--- src/rtl/op_sequencer_pkg.sv ---
// Shared types for the LWE operation sequencer: opcodes, FSM state encoding and
// the latched operation descriptor.
package op_sequencer_pkg;

    localparam logic [1:0] OPCODE_ENCRYPT = 2'd0;
    localparam logic [1:0] OPCODE_DECRYPT = 2'd1;
    localparam logic [1:0] OPCODE_ADD     = 2'd2;
    localparam logic [1:0] OPCODE_MULT    = 2'd3;

    // Descriptor field widths; the top-level width parameters default to these.
    localparam int unsigned DescAddrWidth = 10;
    localparam int unsigned DescDimWidth  = 4;

    typedef enum logic [2:0] {
        StIdle,
        StPassA,
        StPassB,
        StDrain,
        StDone
    } state_e;

    typedef struct packed {
        logic [1:0]               opcode;
        logic [DescDimWidth-1:0]  dim;
        logic [DescAddrWidth-1:0] op1_base;
        logic [DescAddrWidth-1:0] op2_base;
        logic [DescAddrWidth-1:0] out_base;
    } desc_t;

endpackage

--- src/rtl/op_sequencer_if.sv ---
// Descriptor handshake and datapath issue bus of the operation sequencer.
// master = upstream/datapath side, slave = sequencer side.
interface op_sequencer_if #(
    parameter int unsigned ADDR_WIDTH = 10,
    parameter int unsigned DIM_WIDTH  = 4
);

    logic                  cfg_valid;
    logic                  cfg_ready;
    logic [1:0]            cfg_opcode;
    logic [DIM_WIDTH-1:0]  cfg_dim;
    logic [ADDR_WIDTH-1:0] op1_base;
    logic [ADDR_WIDTH-1:0] op2_base;
    logic [ADDR_WIDTH-1:0] out_base;
    logic                  abort;
    logic                  dp_ready;
    logic                  issue_valid;
    logic [1:0]            opcode_out;
    logic [ADDR_WIDTH-1:0] op1_addr;
    logic [ADDR_WIDTH-1:0] op2_addr;
    logic [ADDR_WIDTH-1:0] out_addr;
    logic                  op_select;
    logic [DIM_WIDTH-1:0]  row;
    logic                  busy;
    logic                  done;
    logic                  err;

    modport master (
        output cfg_valid, cfg_opcode, cfg_dim, op1_base, op2_base, out_base, abort, dp_ready,
        input  cfg_ready, issue_valid, opcode_out, op1_addr, op2_addr, out_addr, op_select,
               row, busy, done, err
    );

    modport slave (
        input  cfg_valid, cfg_opcode, cfg_dim, op1_base, op2_base, out_base, abort, dp_ready,
        output cfg_ready, issue_valid, opcode_out, op1_addr, op2_addr, out_addr, op_select,
               row, busy, done, err
    );

endinterface

--- src/rtl/op_sequencer_seq_addr_gen.sv ---
// Combinational beat address generator: maps (opcode, pass, beat index) onto
// operand/result scratchpad addresses. All sums wrap modulo 2^ADDR_WIDTH.
module seq_addr_gen
    import op_sequencer_pkg::*;
#(
    parameter int unsigned ADDR_WIDTH = 10,
    parameter int unsigned DIM_WIDTH  = 4,
    parameter int unsigned CNT_WIDTH  = 5
) (
    input  logic [1:0]            opcode_i,
    input  logic                  pass_b_i,
    input  logic [CNT_WIDTH-1:0]  idx_i,
    input  logic [DIM_WIDTH-1:0]  dim_i,
    input  logic [ADDR_WIDTH-1:0] op1_base_i,
    input  logic [ADDR_WIDTH-1:0] op2_base_i,
    input  logic [ADDR_WIDTH-1:0] out_base_i,
    output logic [ADDR_WIDTH-1:0] op1_addr_o,
    output logic [ADDR_WIDTH-1:0] op2_addr_o,
    output logic [ADDR_WIDTH-1:0] out_addr_o,
    output logic [DIM_WIDTH-1:0]  row_o,
    output logic                  op_select_o
);

    logic [ADDR_WIDTH-1:0] idx_a;
    logic [ADDR_WIDTH-1:0] dim_a;

    always_comb begin
        idx_a       = ADDR_WIDTH'(idx_i);
        dim_a       = ADDR_WIDTH'(dim_i);
        row_o       = DIM_WIDTH'(idx_i);
        op_select_o = pass_b_i;
        if (pass_b_i) begin
            // Second MULT pass: op1 pinned to its constant row, results follow pass A's.
            op1_addr_o = op1_base_i + dim_a;
            op2_addr_o = op2_base_i + idx_a;
            out_addr_o = out_base_i + dim_a + idx_a + ADDR_WIDTH'(1);
        end else begin
            op1_addr_o = op1_base_i + idx_a;
            op2_addr_o = (opcode_i == OPCODE_MULT) ? op2_base_i : op2_base_i + idx_a;
            out_addr_o = out_base_i + idx_a;
        end
    end

endmodule

--- src/rtl/op_sequencer.sv ---
// Operation sequencer: accepts one descriptor, streams per-row beats with
// back-pressure, drains the datapath pipeline and pulses done. Outputs registered.
module op_sequencer
    import op_sequencer_pkg::*;
#(
    parameter int unsigned ADDR_WIDTH = DescAddrWidth,
    parameter int unsigned DIM_WIDTH  = DescDimWidth,
    parameter int unsigned MAX_DIM    = 10,
    parameter int unsigned PIPE_LAT   = 3,
    parameter int unsigned CNT_WIDTH  = DIM_WIDTH + 1
) (
    input logic           clk,
    input logic           rst_n,
    op_sequencer_if.slave bus
);

    localparam int unsigned DrainWidth = (PIPE_LAT > 1) ? $clog2(PIPE_LAT) : 1;

    state_e                 state_q, state_d;
    logic [CNT_WIDTH-1:0]   idx_q, idx_d;
    logic [DrainWidth-1:0]  drain_q, drain_d;
    desc_t                  desc_q, desc_d;

    logic                   cfg_ready_q, cfg_ready_d;
    logic                   issue_valid_q, issue_valid_d;
    logic [1:0]             opcode_out_q, opcode_out_d;
    logic [ADDR_WIDTH-1:0]  op1_addr_q, op1_addr_d;
    logic [ADDR_WIDTH-1:0]  op2_addr_q, op2_addr_d;
    logic [ADDR_WIDTH-1:0]  out_addr_q, out_addr_d;
    logic                   op_select_q, op_select_d;
    logic [DIM_WIDTH-1:0]   row_q, row_d;
    logic                   busy_q, busy_d;
    logic                   done_q, done_d;
    logic                   err_q, err_d;

    logic                   beat_ok;
    logic                   last_beat;
    logic                   dim_bad;

    logic [ADDR_WIDTH-1:0]  gen_op1, gen_op2, gen_out;
    logic [DIM_WIDTH-1:0]   gen_row;
    logic                   gen_sel;

    always_comb begin
        state_d   = state_q;
        idx_d     = idx_q;
        drain_d   = drain_q;
        desc_d    = desc_q;
        err_d     = 1'b0;
        beat_ok   = issue_valid_q & bus.dp_ready;
        last_beat = (idx_q == CNT_WIDTH'(desc_q.dim));
        dim_bad   = (bus.cfg_dim == '0) || (32'(bus.cfg_dim) > MAX_DIM);

        unique case (state_q)
            StIdle: begin
                if (bus.cfg_valid) begin
                    if (dim_bad) begin
                        err_d = 1'b1;
                    end else begin
                        desc_d.opcode   = bus.cfg_opcode;
                        desc_d.dim      = bus.cfg_dim;
                        desc_d.op1_base = bus.op1_base;
                        desc_d.op2_base = bus.op2_base;
                        desc_d.out_base = bus.out_base;
                        idx_d           = '0;
                        state_d         = StPassA;
                    end
                end
            end
            StPassA, StPassB: begin
                if (beat_ok) begin
                    if (!last_beat) begin
                        idx_d = idx_q + CNT_WIDTH'(1);
                    end else if (state_q == StPassA && desc_q.opcode == OPCODE_MULT) begin
                        state_d = StPassB;
                        idx_d   = '0;
                    end else if (PIPE_LAT == 0) begin
                        state_d = StDone;
                    end else begin
                        state_d = StDrain;
                        drain_d = '0;
                    end
                end
            end
            StDrain: begin
                if (drain_q == DrainWidth'(PIPE_LAT - 1)) begin
                    state_d = StDone;
                end else begin
                    drain_d = drain_q + DrainWidth'(1);
                end
            end
            StDone:  state_d = StIdle;
            default: state_d = StIdle;
        endcase

        if (bus.abort && state_q != StIdle) begin
            state_d = StIdle;
        end
    end

    // Fed with next-state values so the registered outputs line up with the state.
    seq_addr_gen #(
        .ADDR_WIDTH (ADDR_WIDTH),
        .DIM_WIDTH  (DIM_WIDTH),
        .CNT_WIDTH  (CNT_WIDTH)
    ) u_addr_gen (
        .opcode_i    (desc_d.opcode),
        .pass_b_i    (state_d == StPassB),
        .idx_i       (idx_d),
        .dim_i       (desc_d.dim),
        .op1_base_i  (desc_d.op1_base),
        .op2_base_i  (desc_d.op2_base),
        .out_base_i  (desc_d.out_base),
        .op1_addr_o  (gen_op1),
        .op2_addr_o  (gen_op2),
        .out_addr_o  (gen_out),
        .row_o       (gen_row),
        .op_select_o (gen_sel)
    );

    always_comb begin
        issue_valid_d = (state_d == StPassA) || (state_d == StPassB);
        cfg_ready_d   = (state_d == StIdle);
        busy_d        = (state_d != StIdle);
        done_d        = (state_d == StDone);
        opcode_out_d  = busy_d ? desc_d.opcode : 2'b00;
        op1_addr_d    = issue_valid_d ? gen_op1 : '0;
        op2_addr_d    = issue_valid_d ? gen_op2 : '0;
        out_addr_d    = issue_valid_d ? gen_out : '0;
        row_d         = issue_valid_d ? gen_row : '0;
        op_select_d   = issue_valid_d & gen_sel;
    end

    always_ff @(posedge clk) begin
        if (!rst_n) begin
            state_q       <= StIdle;
            idx_q         <= '0;
            drain_q       <= '0;
            desc_q        <= '0;
            cfg_ready_q   <= 1'b1;
            issue_valid_q <= 1'b0;
            opcode_out_q  <= '0;
            op1_addr_q    <= '0;
            op2_addr_q    <= '0;
            out_addr_q    <= '0;
            op_select_q   <= 1'b0;
            row_q         <= '0;
            busy_q        <= 1'b0;
            done_q        <= 1'b0;
            err_q         <= 1'b0;
        end else begin
            state_q       <= state_d;
            idx_q         <= idx_d;
            drain_q       <= drain_d;
            desc_q        <= desc_d;
            cfg_ready_q   <= cfg_ready_d;
            issue_valid_q <= issue_valid_d;
            opcode_out_q  <= opcode_out_d;
            op1_addr_q    <= op1_addr_d;
            op2_addr_q    <= op2_addr_d;
            out_addr_q    <= out_addr_d;
            op_select_q   <= op_select_d;
            row_q         <= row_d;
            busy_q        <= busy_d;
            done_q        <= done_d;
            err_q         <= err_d;
        end
    end

    assign bus.cfg_ready   = cfg_ready_q;
    assign bus.issue_valid = issue_valid_q;
    assign bus.opcode_out  = opcode_out_q;
    assign bus.op1_addr    = op1_addr_q;
    assign bus.op2_addr    = op2_addr_q;
    assign bus.out_addr    = out_addr_q;
    assign bus.op_select   = op_select_q;
    assign bus.row         = row_q;
    assign bus.busy        = busy_q;
    assign bus.done        = done_q;
    assign bus.err         = err_q;

endmodule

--- src/flat_wrapper.sv ---
// flat-port wrapper written by rule: the top's interface ports become plain ports
module op_sequencer_flat import op_sequencer_pkg::*;
#(
    parameter int unsigned ADDR_WIDTH = DescAddrWidth,
    parameter int unsigned DIM_WIDTH  = DescDimWidth,
    parameter int unsigned MAX_DIM    = 10,
    parameter int unsigned PIPE_LAT   = 3,
    parameter int unsigned CNT_WIDTH  = DIM_WIDTH + 1
)
  (clk, rst_n, bus_cfg_valid, bus_cfg_opcode, bus_cfg_dim, bus_op1_base, bus_op2_base, bus_out_base, bus_abort, bus_dp_ready, bus_cfg_ready, bus_issue_valid, bus_opcode_out, bus_op1_addr, bus_op2_addr, bus_out_addr, bus_op_select, bus_row, bus_busy, bus_done, bus_err);
  op_sequencer_if #(.ADDR_WIDTH(ADDR_WIDTH), .DIM_WIDTH(DIM_WIDTH)) bus_i ();
  input logic clk;
  input logic rst_n;
  input wire logic [$bits(bus_i.cfg_valid)-1:0] bus_cfg_valid;
  input wire logic [$bits(bus_i.cfg_opcode)-1:0] bus_cfg_opcode;
  input wire logic [$bits(bus_i.cfg_dim)-1:0] bus_cfg_dim;
  input wire logic [$bits(bus_i.op1_base)-1:0] bus_op1_base;
  input wire logic [$bits(bus_i.op2_base)-1:0] bus_op2_base;
  input wire logic [$bits(bus_i.out_base)-1:0] bus_out_base;
  input wire logic [$bits(bus_i.abort)-1:0] bus_abort;
  input wire logic [$bits(bus_i.dp_ready)-1:0] bus_dp_ready;
  output wire logic [$bits(bus_i.cfg_ready)-1:0] bus_cfg_ready;
  output wire logic [$bits(bus_i.issue_valid)-1:0] bus_issue_valid;
  output wire logic [$bits(bus_i.opcode_out)-1:0] bus_opcode_out;
  output wire logic [$bits(bus_i.op1_addr)-1:0] bus_op1_addr;
  output wire logic [$bits(bus_i.op2_addr)-1:0] bus_op2_addr;
  output wire logic [$bits(bus_i.out_addr)-1:0] bus_out_addr;
  output wire logic [$bits(bus_i.op_select)-1:0] bus_op_select;
  output wire logic [$bits(bus_i.row)-1:0] bus_row;
  output wire logic [$bits(bus_i.busy)-1:0] bus_busy;
  output wire logic [$bits(bus_i.done)-1:0] bus_done;
  output wire logic [$bits(bus_i.err)-1:0] bus_err;
  assign bus_i.cfg_valid = bus_cfg_valid;
  assign bus_i.cfg_opcode = bus_cfg_opcode;
  assign bus_i.cfg_dim = bus_cfg_dim;
  assign bus_i.op1_base = bus_op1_base;
  assign bus_i.op2_base = bus_op2_base;
  assign bus_i.out_base = bus_out_base;
  assign bus_i.abort = bus_abort;
  assign bus_i.dp_ready = bus_dp_ready;
  assign bus_cfg_ready = bus_i.cfg_ready;
  assign bus_issue_valid = bus_i.issue_valid;
  assign bus_opcode_out = bus_i.opcode_out;
  assign bus_op1_addr = bus_i.op1_addr;
  assign bus_op2_addr = bus_i.op2_addr;
  assign bus_out_addr = bus_i.out_addr;
  assign bus_op_select = bus_i.op_select;
  assign bus_row = bus_i.row;
  assign bus_busy = bus_i.busy;
  assign bus_done = bus_i.done;
  assign bus_err = bus_i.err;
  op_sequencer #(.ADDR_WIDTH(ADDR_WIDTH), .DIM_WIDTH(DIM_WIDTH), .MAX_DIM(MAX_DIM), .PIPE_LAT(PIPE_LAT), .CNT_WIDTH(CNT_WIDTH)) u_core (.clk(clk), .rst_n(rst_n), .bus(bus_i));
endmodule
--- config.mk ---
export PLATFORM = sky130hd
export DESIGN_NAME = op_sequencer_flat
export DESIGN_NICKNAME = d
export VERILOG_FILES = /design/src/rtl/op_sequencer_pkg.sv /design/src/rtl/op_sequencer_if.sv /design/src/rtl/op_sequencer_seq_addr_gen.sv /design/src/rtl/op_sequencer.sv /design/src/flat_wrapper.sv
export SDC_FILE = /design/constraint.sdc
export NUM_CORES = 1
export LEC_CHECK = 0
export CAP_MARGIN = 20
export CELL_PAD_IN_SITES_DETAIL_PLACEMENT = 0
export CELL_PAD_IN_SITES_GLOBAL_PLACEMENT = 1
export CORE_ASPECT_RATIO = 0.8
export CORE_UTILIZATION = 40
export DETAILED_ROUTE_END_ITERATION = 10
export GPL_TIMING_DRIVEN = 0
export HOLD_SLACK_MARGIN = 0.05
export PLACE_DENSITY = 0.78
export SYNTH_ARGS = -nofsm -noshare
export SYNTH_HDL_FRONTEND = slang
export SYNTH_SLANG_ARGS = --single-unit
--- constraint.sdc ---
create_clock -name clk -period 7.6 [get_ports clk]
set_input_delay 1.9 -clock clk [delete_from_list [all_inputs] [get_ports clk]]
set_output_delay 1.9 -clock clk [all_outputs]
set_load 0.05 [all_outputs]
# Word level (Yosys, flattened, before mapping)
# Cells that the tools add are included.
[classes]
n_addsub = 9
order_cmp = 1
n_eq_ne = 14
mux = 27
bitwise_logic = 2
n_reduce_logical = 15
[ops]
columns = ["cell", "n"]
rows = [
  ["$mux 36", 3],
  ["$add 10x5->10", 4],
  ["$mux 10", 4],
  ["$mux 5", 5],
  ["$add 10x4->10", 2],
  ["$mux 3", 6],
  ["$add 10x1->10 const B", 1],
  ["$pmux 5 s2", 1],
  ["$eq 3x2->1 const B", 3],
  ["$pmux 3 s3", 1],
  ["$mux 2", 4],
  ["$eq 2x2->1 const B", 3],
  ["$eq 3x1->1 const B", 2],
  ["$logic_not 3->1", 2],
  ["$reduce_bool 3->1", 2],
  ["$add 5x1->5 const B", 1],
  ["$eq 5x4->1", 1],
  ["$reduce_and 5->1", 1],
  ["$gt 4x4->1 const B", 1],
  ["$logic_not 4->1", 1],
  ["$ne 2x1->1 const B", 2],
  ["$ne 2x2->1 const B", 2],
  ["$pmux 2 s2", 1],
  ["$reduce_and 2->1", 2],
  ["other kinds (9)", 13],
]
[totals]
ff_bits = 88
out_inout_bits = 42
word_cells = 87

# Longest topological paths before layout
# Gate-level depths: netlist (run 1).
[depth]
ltp_word = 10
ltp_mapped = 19
ltp_nobuf = 18

# Hierarchy
# A second synthesis (run 1) with hierarchy kept.
[unflattened]
cells_unflattened = 624
area_unflattened_um2 = 5831.8
[by_module_without_submodules]
columns = ["module", "instances", "cells_per_inst", "area_each_um2", "seq_area_each_um2"]
rows = [
  ["op_sequencer", 1, 444, 4408.0, 1761.7],
  ["seq_addr_gen", 1, 180, 1423.9, 0.0],
]

# Worst setup path before layout (run 1)
# No wires, ideal clock.
[synth_path]
path_type = "in2reg"
startpoint = "input bus_cfg_valid"
endpoint = "register u_core.out_addr_q[9] (netlist: u_core.bus.out_addr[9])"
setup_time_ns = 0.115
arrival_ns = 6.064
t_required_ns = 7.485
setup_slack_ns = 1.420
path_stages = 15
n_path_buf = 2
cell_sequence = "or4b_4 a211oi_4 buf_2 buf_2 mux2i_1 fa_1 inv_1 ha_1 a21o_1 a21oi_1 o21bai_1 a21o_1 a2111oi_1 o31ai_1 and3_1"
[synth_via]
elab_chain_len = 6
[synth_lines]
columns = ["element", "line_no", "text"]
rows = [
  ["start: declaration", "flat_wrapper.sv:14", "input wire logic [$bits(bus_i.cfg_valid)-1:0] bus_cfg_valid;"],
  ["$mux 36 / $mux 3 (equally long branches)", "op_sequencer.sv:56", "if (bus.cfg_valid) begin"],
  ["$mux 36 / $pmux 3 s3 (equally long branches)", "op_sequencer.sv:54", "unique case (state_q)"],
  ["$add 10x4->10 / $mux 3 (equally long branches)", "op_sequencer_seq_addr_gen.sv:36, op_sequencer.sv:96", ""],
  ["$add 10x5->10 (tied with other cells)", "op_sequencer_seq_addr_gen.sv:36", "out_addr_o = out_base_i + dim_a + idx_a + ADDR_WIDTH'(1);"],
  ["$add 10x1->10 / $logic_or 1x1->1 (equally long branches)", "op_sequencer_seq_addr_gen.sv:36, op_sequencer.sv:122", ""],
  ["$mux 10 / $reduce_and 2->1 (equally long branches)", "n/a", ""],
  ["end signal: assignment", "op_sequencer.sv:161", "out_addr_q <= out_addr_d;"],
  ["end: declaration", "op_sequencer.sv:29", "logic [ADDR_WIDTH-1:0] out_addr_q, out_addr_d;"],
]
# Several ways; a longest one is shown, not always the timed one.
# A chain may end at the register's enable or synchronous reset.

# Worst setup path in the final report (run 1)
# Ends and elaborated chain as after synthesis.

==> qor.yml, run 1 <==
run_status:
  status: "finished clean"
route:
  wl_per_cell_um: 15.97
  routed_via_density: 5.231
  wl_met3_um: 662
  met2_length_um: 5134
  dr.pass1.iters: 5
  top_layer_used: "met4"
  drtIter0Drc: 266
  met1_length_um: 5924
  drc: 0
  vias: 3902
  routed_wl_um: 11920
  postRouteAntennaNets: 0
timing:
  fin_skew_ns: 0.005533
  rsz0062_at_grt: "false"
  finalCriticalPeriod_ns: 7.255
  tns_ns: 0
  maxSlewViolCount: 0
  finalHoldViolCount: 0
  slew_headroom_pct: 38.82
  setup_viol: 0
  clock.fmax_mhz: 137.8
  fin_crit_sh_pct: 95.47
  worst_pin_slew_ns: 0.9177
clock_tree:
  clock-root-buffer: "clkbuf_16"
  ctsLongestPathBuffers: 2
  cts_buffers: 9
  ctsResizeCount: 0
  cts.htree.levels: 3
  clock_latency_ns: 0.33
  post_cts_buffers: 0
  holdBufCountCts: 0
  cts_tree: "built"
  cts.clk_slew.worst_paths_ns: 0.06
  cts_sinks: 88
floorplan:
  die_h_um: 96.93
  dieArea_um2: 11700
  die_w_um: 120.7
  ios: 83
  initial_utilization_pct: 41.21
  row_count: 34
  core_region_area_um2: 10930
setup_path:
  cp-startpoint: "bus_cfg_valid"
  reg2reg_depth: 16
  crit_chain: "clkdlybuf4s50_1 > or4b_4 > a211oi_4 > buf_2 > buf_2 > mux2i_1 > fa_1 > inv_1 > ha_1 > a21o_1 > a21oi_1 > o21bai_1 > a21o_1 > a2111oi_2 > o31ai_1 > and3_1"
  path_class: "input pin to flip-flop"
  slowest_delay_ns: 0.58
  reg2reg_setup_slack_ns: 1.84
  cp_top_family: "compound AO/OA/AOI/OAI gates"
  crit_cells: 16
  cp-start-kind: "input pin"
  worst-path-max-fanout: 10
  cp.arrival_ns: 7.49
  endpoint: "u_core.bus.out_addr[9]"
  r2r-start: "u_core.state_q[1]"
  worst-path-buf-inv: 4
  r2r_end: "u_core.bus.out_addr[9]"
  required_ns: 7.83
  slowest_stage: "mux2i_1"
  crit_path_end_kind: "flip-flop"
finish:
  synthToLayoutAreaGrowth_pct: 29.05
  nets: 670
  final_cell_count_no_fill: 746
  n_fill_cell: 1030
  drive_gt1_share_pct: 7.143
  n_antenna_cell: 0
yosys:
  synth_compound_area_share_pct: 12.69
  synth_flop_cell: "dfxtp_1"
  synth_fa_ha_area_share_pct: 10.05
  syn-cell-area_um2: 4506
  async_flop_share_pct: 0
  synth_sequential_area_ratio_pct: 39.10
  synth_top_family_by_area: "simple AND/OR/NAND/NOR gates"
  synth-seq-cells: 88
  syn-mean-instance-area_um2: 8.957
  synth_xor_area_share_pct: 4.471
  yosys_warnings: 0
  netlist_instances: 503
  yosys-top-cells-area: "dfxtp_1 39%, mux2i_1 8.0%, ha_1 6.9%"
  syn-num-nets: 576
  synth_top_area_share_pct: 39.10
  synth_edf_count: 0
  synth_most_common_cell: "dfxtp_1"
  synth_common_cells: "88 x dfxtp_1, 72 x nor2_1, 36 x mux2i_1, 32 x inv_1, 31 x nand2_1"
  synth_area_leader_cell: "dfxtp_1"
  synthSimpleGateAreaFrac_pct: 18.52
  synth.area.mux_share_pct: 10.58
  yosysUniqueCellTypes: 51
global_routing:
  grt_pass1_wl_um: 19350
  overflow: 0
  grt_usage_pct: 21.49
  grt_start_max_net_pins: 16
  grt_pass1_vias: 3765
  antenna_found_initial: 0
min_path:
  hold_class: "flip-flop to flip-flop"
power:
  p_leak_nw: 2.378
  ir_worst_vdd_v: 0.0001355
  power.density_nw_per_um2: 198.4
  p_total_w: 0.001154
job:
  drv_cap: 0
placement:
  place_hpwl_um: 9157
  io_buffers: 82
  placedCellCount: 729
  gp_congestion: 0.8898
==> state kept, by name, indices dropped and copies added, names as in the netlist <==
name / cells
u_core.idx_q: 5
u_core.bus.cfg_ready: 1
u_core.bus.issue_valid: 1
u_core.state_q: 3
u_core.bus.err: 1
u_core.bus.out_addr: 10
u_core.bus.busy: 1
u_core.desc_q: 36
u_core.bus.op_select: 1
u_core.bus.op2_addr: 10
u_core.bus.op1_addr: 10
u_core.bus.done: 1
u_core.bus.row: 4
u_core.drain_q: 2
u_core.bus.opcode_out: 2
==> metrics by stage <==
step                      utilization [%]  hold WS, ns  area, µm²  worst slack (ns)
after floorplan                         -       0.4558       4506             1.420
after global placement              50.37       0.4763       5507           -0.1135
after detailed placement            50.37       0.4899       5507           -0.1965
after CTS                           53.09       0.5053       5804            0.1151
after global routing                53.18       0.5389       5814           0.03128
final                               53.18       0.5042       5814            0.3445
==> worst reg2reg max path, delay by kind of cell, from the launching register on <==
| family | cells | cell delay (ns) |
|---|---|---|
| muxes | 1 | 0.58 |
| DFF | 1 | 0.29 |
| and+or+nand+nor | 2 | 0.78 |
| adders and majority gates | 2 | 0.75 |
| AOI/OAI and AO/OA | 7 | 2.13 |
| buffers and inverters | 4 | 1.14 |
==> power by group <==
group	internal [W]	total [W]	switching (W)	leakage (nW)
sequential	0.000482	0.000490	0.00000814	0.716
combinational	0.0000913	0.000224	0.000133	1.52
clock	0.000255	0.000439	0.000185	0.141
==> final cells by class <==
| class | count | area, µm² | share of cell area [%] |
|---|---|---|---|
| clock buffer | 9 | 225.2 | 3.873 |
| clock inverter | 7 | 72.57 | 1.248 |
| inverter | 33 | 123.9 | 2.130 |
| multi-input combinational | 364 | 2542 | 43.73 |
| buffer | 18 | 82.58 | 1.420 |
| timing repair buffer | 83 | 825.8 | 14.20 |
| tap | 144 | 180.2 | 3.099 |
| sequential | 88 | 1762 | 30.30 |
==> layout by cell type, fill, tap and decap left out, types with 10 or more instances in the layout <==
| cell type | instances |
|---|---|
| a21oi_1 | 24 |
| o21ai_0 | 15 |
| mux2i_1 | 36 |
| xnor2_1 | 16 |
| nor2_1 | 72 |
| ha_1 | 25 |
| nand2_1 | 31 |
| nand3_1 | 10 |
| clkdlybuf4s50_1 | 82 |
| dfxtp_1 | 88 |
| inv_1 | 32 |
| nor3_1 | 23 |
| and2_1 | 13 |
==> worst min-delay path by stage <==
stage / startpoint / endpoint / slack [ns] / cells past startpoint
after floorplan: u_core.desc_q[12] / u_core.desc_q[12] / 0.46 / 2
after global placement: u_core.drain_q[1] / u_core.drain_q[1] / 0.48 / 2
after detailed placement: u_core.desc_q[12] / u_core.desc_q[12] / 0.49 / 2
after CTS: u_core.desc_q[12] / u_core.desc_q[12] / 0.51 / 2
after global routing: u_core.drain_q[1] / u_core.drain_q[1] / 0.54 / 2
final: u_core.desc_q[12] / u_core.desc_q[12] / 0.50 / 2
==> logic make-up after synthesis <==
group           Yosys count
simple gates            178
buf+inv                  51
fa+ha+maj                32
compound gates           85
mux                      46
xor+xnor                 23
flops                    88
==> per-layer routing <==
layer  vias up  global-route usage [%]
met5         -                       0
met4         0                   5.888
met3        15                   4.245
met2       131                   32.71
met1      1844                   30.73
li1       1912                       -
Power figures use the tool's default switching activity.
==> run 2, diff against run 1 <==
- PLACE_DENSITY: 0.78 -> unset
- PLACE_DENSITY_LB_ADDON: unset -> 0.1
- SKIP_LAST_GASP: unset -> 1
==> qor.yml, run 2 (synthesis results as in run 1) <==
setup_path:
  worst-path-buf-inv: 4
  crit_path_end_kind: "flip-flop"
  worst-path-max-fanout: 10
  r2r-start: "u_core.state_q[1]"
  reg2reg_setup_slack_ns: 1.83
  path_class: "input pin to flip-flop"
  cp.arrival_ns: 7.48
  required_ns: 7.84
  cp-start-kind: "input pin"
  cp_top_family: "compound AO/OA/AOI/OAI gates"
  r2r_end: "u_core.bus.out_addr[9]"
  slowest_delay_ns: 0.61
  crit_chain: "clkdlybuf4s50_1 > or4b_4 > a211oi_4 > buf_2 > buf_2 > mux2i_1 > fa_1 > inv_1 > ha_1 > a21o_1 > a21oi_1 > o21bai_1 > a21o_1 > a2111oi_2 > o31ai_1 > and3_1"
  reg2reg_depth: 16
  slowest_stage: "mux2i_1"
clock_tree:
  clock_latency_ns: 0.34
  post_cts_buffers: 0
  holdBufCountCts: 0
  cts_buffers: 9
  cts_tree: "built"
  cts.htree.levels: 3
  cts_sinks: 88
  cts.clk_slew.worst_paths_ns: 0.06
  ctsLongestPathBuffers: 2
  clock-root-buffer: "clkbuf_16"
placement:
  placedCellCount: 729
  gp_congestion: 0.8379
  io_buffers: 82
  place_hpwl_um: 9065
min_path:
  holdPathEnd: "u_core.desc_q[12]"
  hold_class: "flip-flop to flip-flop"
  hp-start: "u_core.desc_q[12]"
  holdPathStages: 2
finish:
  n_fill_cell: 1033
  final_cell_count_no_fill: 746
  nets: 670
  final_common_cell: "dfxtp_1"
  n_antenna_cell: 0
  mostFrequentLayoutCells: "88 x dfxtp_1, 82 x clkdlybuf4s50_1, 72 x nor2_1"
  largest_reg_flops: 36
  drive_gt1_share_pct: 6.645
  regMostFlops: "u_core.desc_q"
  synthToLayoutAreaGrowth_pct: 29.58
timing:
  fin_crit_sh_pct: 95.24
  rsz0062_at_grt: "false"
  finalHoldViolCount: 0
  worst_pin_slew_ns: 0.9549
  clock.fmax_mhz: 138.2
  setup_viol: 0
  slew_headroom_pct: 36.34
  finalCriticalPeriod_ns: 7.238
  maxSlewViolCount: 0
  fin_skew_ns: 0.008084
floorplan:
  die_w_um: 120.7
  core_region_area_um2: 10930
  row_count: 34
  die_h_um: 96.93
  dieArea_um2: 11700
  initial_utilization_pct: 41.21
  ios: 83
route:
  routed_via_density: 5.161
  drc: 0
  dr.pass1.iters: 5
  drtIter0Drc: 304
  postRouteAntennaNets: 0
  routed_wl_um: 12030
  wl_per_cell_um: 16.12
  vias: 3850
global_routing:
  grt_pass1_vias: 3708
  overflow: 0
  grt_start_max_net_pins: 15
  grt_usage_pct: 21.86
  antenna_found_initial: 0
  grt_pass1_wl_um: 19390
power:
  power.density_nw_per_um2: 203.0
  p_total_w: 0.001185
  p_leak_nw: 2.404
  ir_worst_vdd_v: 0.0001388
job:
  drv_cap: 0
run_status:
  status: "finished clean"
run 2: cell count changes in the layout (fill, tap and decap cells not counted):
cell / previous run / this run
clkbuf_2: 1 / 0
clkinvlp_4: 2 / 1
clkbuf_1: 8 / 10
bufinv_16: 1 / 2
dlymetal6s2s_1: 0 / 1
clkinv_4: 2 / 1
clkinv_2: 2 / 1
run 2: how the worst max path moves through the flow:
stage | cells past startpoint | endpoint | start
finish | 16 | u_core.bus.out_addr[9] | bus_cfg_valid
detailed placement | 16 | u_core.bus.out_addr[9] | bus_cfg_valid
floorplan | 15 | u_core.bus.out_addr[9] | bus_cfg_valid
CTS | 16 | u_core.bus.out_addr[9] | bus_cfg_valid
global placement | 16 | u_core.bus.out_addr[9] | bus_cfg_valid
global route | 16 | u_core.bus.out_addr[9] | bus_cfg_valid
run 2: worst reg2reg max path, cell delays in order (launching register included):
cell       delay [ns]
dfxtp_1          0.30
buf_2            0.17
or4b_4           0.59
a211oi_4         0.59
buf_2            0.42
buf_2            0.43
mux2i_1          0.62
fa_1             0.52
inv_1            0.11
ha_1             0.24
a21o_1           0.16
a21oi_1          0.28
o21bai_1         0.14
a21o_1           0.21
a2111oi_2        0.55
o31ai_1          0.15
and3_1           0.19
run 2: report_power, final:
| group | internal, W | switching [W] |
|---|---|---|
| combinational | 0.0000910 | 0.000133 |
| sequential | 0.000482 | 0.00000788 |
| clock | 0.000288 | 0.000183 |
run 2: repair_timing:
action,CTS,global route
setup endpoints to repair,0,2
endpoints found under the hold margin,0,0
gates resized for setup,0,1
run 2: stage by stage:
step | hold slack, ns | area (µm²) | TNS [ns] | setup slack (ns) | util (%)
2_1_floorplan | 0.4558 | 4506 | 0 | 1.420 | -
3_3_place_gp | 0.4756 | 5507 | -0.3025 | -0.1247 | 50.37
6_report | 0.4904 | 5838 | 0 | 0.3618 | 53.40
3_5_place_dp | 0.4874 | 5507 | -0.2189 | -0.1497 | 50.37
4_1_cts | 0.5017 | 5821 | 0 | 0.1940 | 53.24
5_1_grt | 0.5422 | 5838 | 0 | 0.04119 | 53.40
run 2: cell type report:
| cell class | instances | area, µm² | share of cell area, % |
|---|---|---|---|
| buffer | 18 | 82.58 | 1.414 |
| multi-input combinational | 364 | 2542 | 43.55 |
| clock inverter | 5 | 81.33 | 1.393 |
| sequential | 88 | 1762 | 30.18 |
| timing repair buffer | 83 | 833.3 | 14.27 |
| inverter | 33 | 123.9 | 2.122 |
| tap | 144 | 180.2 | 3.086 |
| clock buffer | 11 | 232.7 | 3.986 |
run 2: layer usage:
layer | track usage, % | part of all wire, % | vias to the layer above
li1 | - | - | 1921
met1 | 30.25 | 50 | 1800
met2 | 33.11 | 43 | 110
met3 | 5.307 | 5.6 | 19
met4 | 7.407 | 1.9 | 0
met5 | 0 | 0 | -
==> run 3, diff against run 2 <==
- CORE_MARGIN: unset -> 4
- GPL_ROUTABILITY_DRIVEN: unset -> 0
==> qor.yml, run 3 (synthesis results as in run 1) <==
run_status:
  status: "finished clean"
floorplan:
  core_region_area_um2: 10930
  die_h_um: 102.9
  dieArea_um2: 13040
  row_count: 34
  ios: 83
  die_w_um: 126.7
  initial_utilization_pct: 41.21
min_path:
  hp-start: "u_core.desc_q[12]"
  holdPathEnd: "u_core.desc_q[12]"
  hold_class: "flip-flop to flip-flop"
  holdPathStages: 2
clock_tree:
  ctsLongestPathBuffers: 2
  cts.htree.levels: 3
  cts_buffers: 9
  clock_latency_ns: 0.34
  cts.clk_slew.worst_paths_ns: 0.06
  clock-root-buffer: "clkbuf_16"
  cts_sinks: 88
  cts_tree: "built"
route:
  vias: 3822
  routed_via_density: 5.137
  wl_per_cell_um: 16.06
  dr.pass1.iters: 4
  postRouteAntennaNets: 0
  drtIter0Drc: 232
  routed_wl_um: 11950
  drc: 0
timing:
  fin_crit_sh_pct: 95.15
  finalHoldViolCount: 0
  slew_headroom_pct: 34.81
  clock.fmax_mhz: 138.3
  tns_ns: 0
  maxSlewViolCount: 0
  rsz0062_at_grt: "false"
  finalCriticalPeriod_ns: 7.232
  setup_viol: 0
  fin_skew_ns: 0.007034
  worst_pin_slew_ns: 0.9778
setup_path:
  worst-path-max-fanout: 10
  crit_path_end_kind: "flip-flop"
  crit_chain: "clkdlybuf4s50_1 > or4b_4 > a211oi_4 > buf_2 > buf_2 > mux2i_1 > fa_1 > inv_1 > ha_1 > a21o_1 > a21oi_1 > o21bai_1 > a21o_1 > a2111oi_2 > o31ai_1 > and3_1"
  reg2reg_setup_slack_ns: 1.86
  cp.arrival_ns: 7.46
  slowest_delay_ns: 0.62
  r2r_end: "u_core.bus.out_addr[9]"
  required_ns: 7.83
  path_class: "input pin to flip-flop"
  slowest_stage: "a211oi_4"
  r2r-start: "u_core.state_q[1]"
  cp-start-kind: "input pin"
  reg2reg_depth: 16
global_routing:
  overflow: 0
  antenna_found_initial: 0
  grt_pass1_vias: 3650
  grt_pass1_wl_um: 19200
  grt_usage_pct: 19.02
  grt_start_max_net_pins: 14
finish:
  drive_gt1_share_pct: 6.667
  n_antenna_cell: 0
  nets: 669
  final_common_cell: "dfxtp_1"
  final_util_pct: 53.11
  regMostFlops: "u_core.desc_q"
  largest_reg_flops: 36
  synthToLayoutAreaGrowth_pct: 28.88
  mostFrequentLayoutCells: "88 x dfxtp_1, 82 x clkdlybuf4s50_1, 72 x nor2_1"
placement:
  place_hpwl_um: 9143
  io_buffers: 82
job:
  drv_cap: 0
power:
  power.density_nw_per_um2: 197.9
  ir_worst_vdd_v: 0.0001189
  p_leak_nw: 2.372
[run 3: changes by cell type in the layout (fill, tap and decap cells not counted)]
cell | before | now
bufinv_16 | 2 | 1
a2111oi_2 | 1 | 2
dlymetal6s2s_1 | 1 | 0
clkinv_4 | 1 | 0
clkbuf_8 | 0 | 1
a2111oi_0 | 1 | 0
[run 3: power breakdown]
part	leakage [nW]	total, W	internal, W	switching [W]
clock	0.139	0.000435	0.000262	0.000173
combinational	1.52	0.000224	0.0000911	0.000133
sequential	0.716	0.000490	0.000482	0.00000792
total	2.37	0.00115	0.000835	0.000315
[run 3: how the worst max path moves through the flow]
| stage | from | end | slack, ns | depth (start not counted) |
|---|---|---|---|---|
| 2_1_floorplan | bus_cfg_valid | u_core.bus.out_addr[9] | 1.42 | 15 |
| 3_3_place_gp | bus_cfg_valid | u_core.bus.out_addr[9] | -0.11 | 16 |
| 3_5_place_dp | bus_cfg_valid | u_core.bus.out_addr[9] | -0.19 | 16 |
| 4_1_cts | bus_cfg_valid | u_core.bus.out_addr[9] | 0.15 | 16 |
| 5_1_grt | bus_cfg_valid | u_core.bus.out_addr[9] | 0.07 | 16 |
| 6_report | bus_cfg_valid | u_core.bus.out_addr[9] | 0.37 | 16 |
[run 3: stage by stage]
| step | cells | setup WS (ns) | cell area, µm² | power [W] | hold slack [ns] |
|---|---|---|---|---|---|
| after CTS | 744 | 0.1528 | 5796 | 0.001160 | 0.5024 |
| after detailed placement | 729 | -0.1910 | 5507 | 0.0007226 | 0.4872 |
| after global placement | 729 | -0.1127 | 5507 | 0.0007203 | 0.4759 |
| after floorplan | 503 | 1.420 | 4506 | 0.0006464 | 0.4558 |
| after global routing | 744 | 0.07459 | 5807 | 0.001201 | 0.5459 |
| final | 744 | 0.3684 | 5807 | 0.001149 | 0.4939 |
[run 3: layer usage]
metal	global-route usage (%)	vias up	wire length, µm
li1	-	1917	-
met1	26.98	1809	6157
met2	29.15	86	5177
met3	4.143	10	488
met4	5.771	0	126
met5	0	-	0
[run 3: timing repair]
item / 4_1_cts / 5_1_grt
hold buffers: 0 / 0
buffers inserted: 0 / 0
gates resized for setup: 0 / 2
endpoints found under the setup margin: 0 / 4
[run 3: final cells by class]
cell class / instances / area (µm²)
buffer: 18 / 82.58
fill: 1033 / 5126
clock inverter: 3 / 42.54
inverter: 33 / 123.9
tap: 144 / 180.2
timing repair buffer: 82 / 820.8
clock buffer: 12 / 246.5
multi-input combinational: 364 / 2549
sequential: 88 / 1762
[run 3: worst max-delay path, delay by kind of cell]
family / cells / cell delay (ns)
AOI/OAI and AO/OA: 7 / 2.09
adders and majority gates: 2 / 0.76
buffers and inverters: 4 / 1.43
muxes: 1 / 0.57
and+or+nand+nor: 2 / 0.70
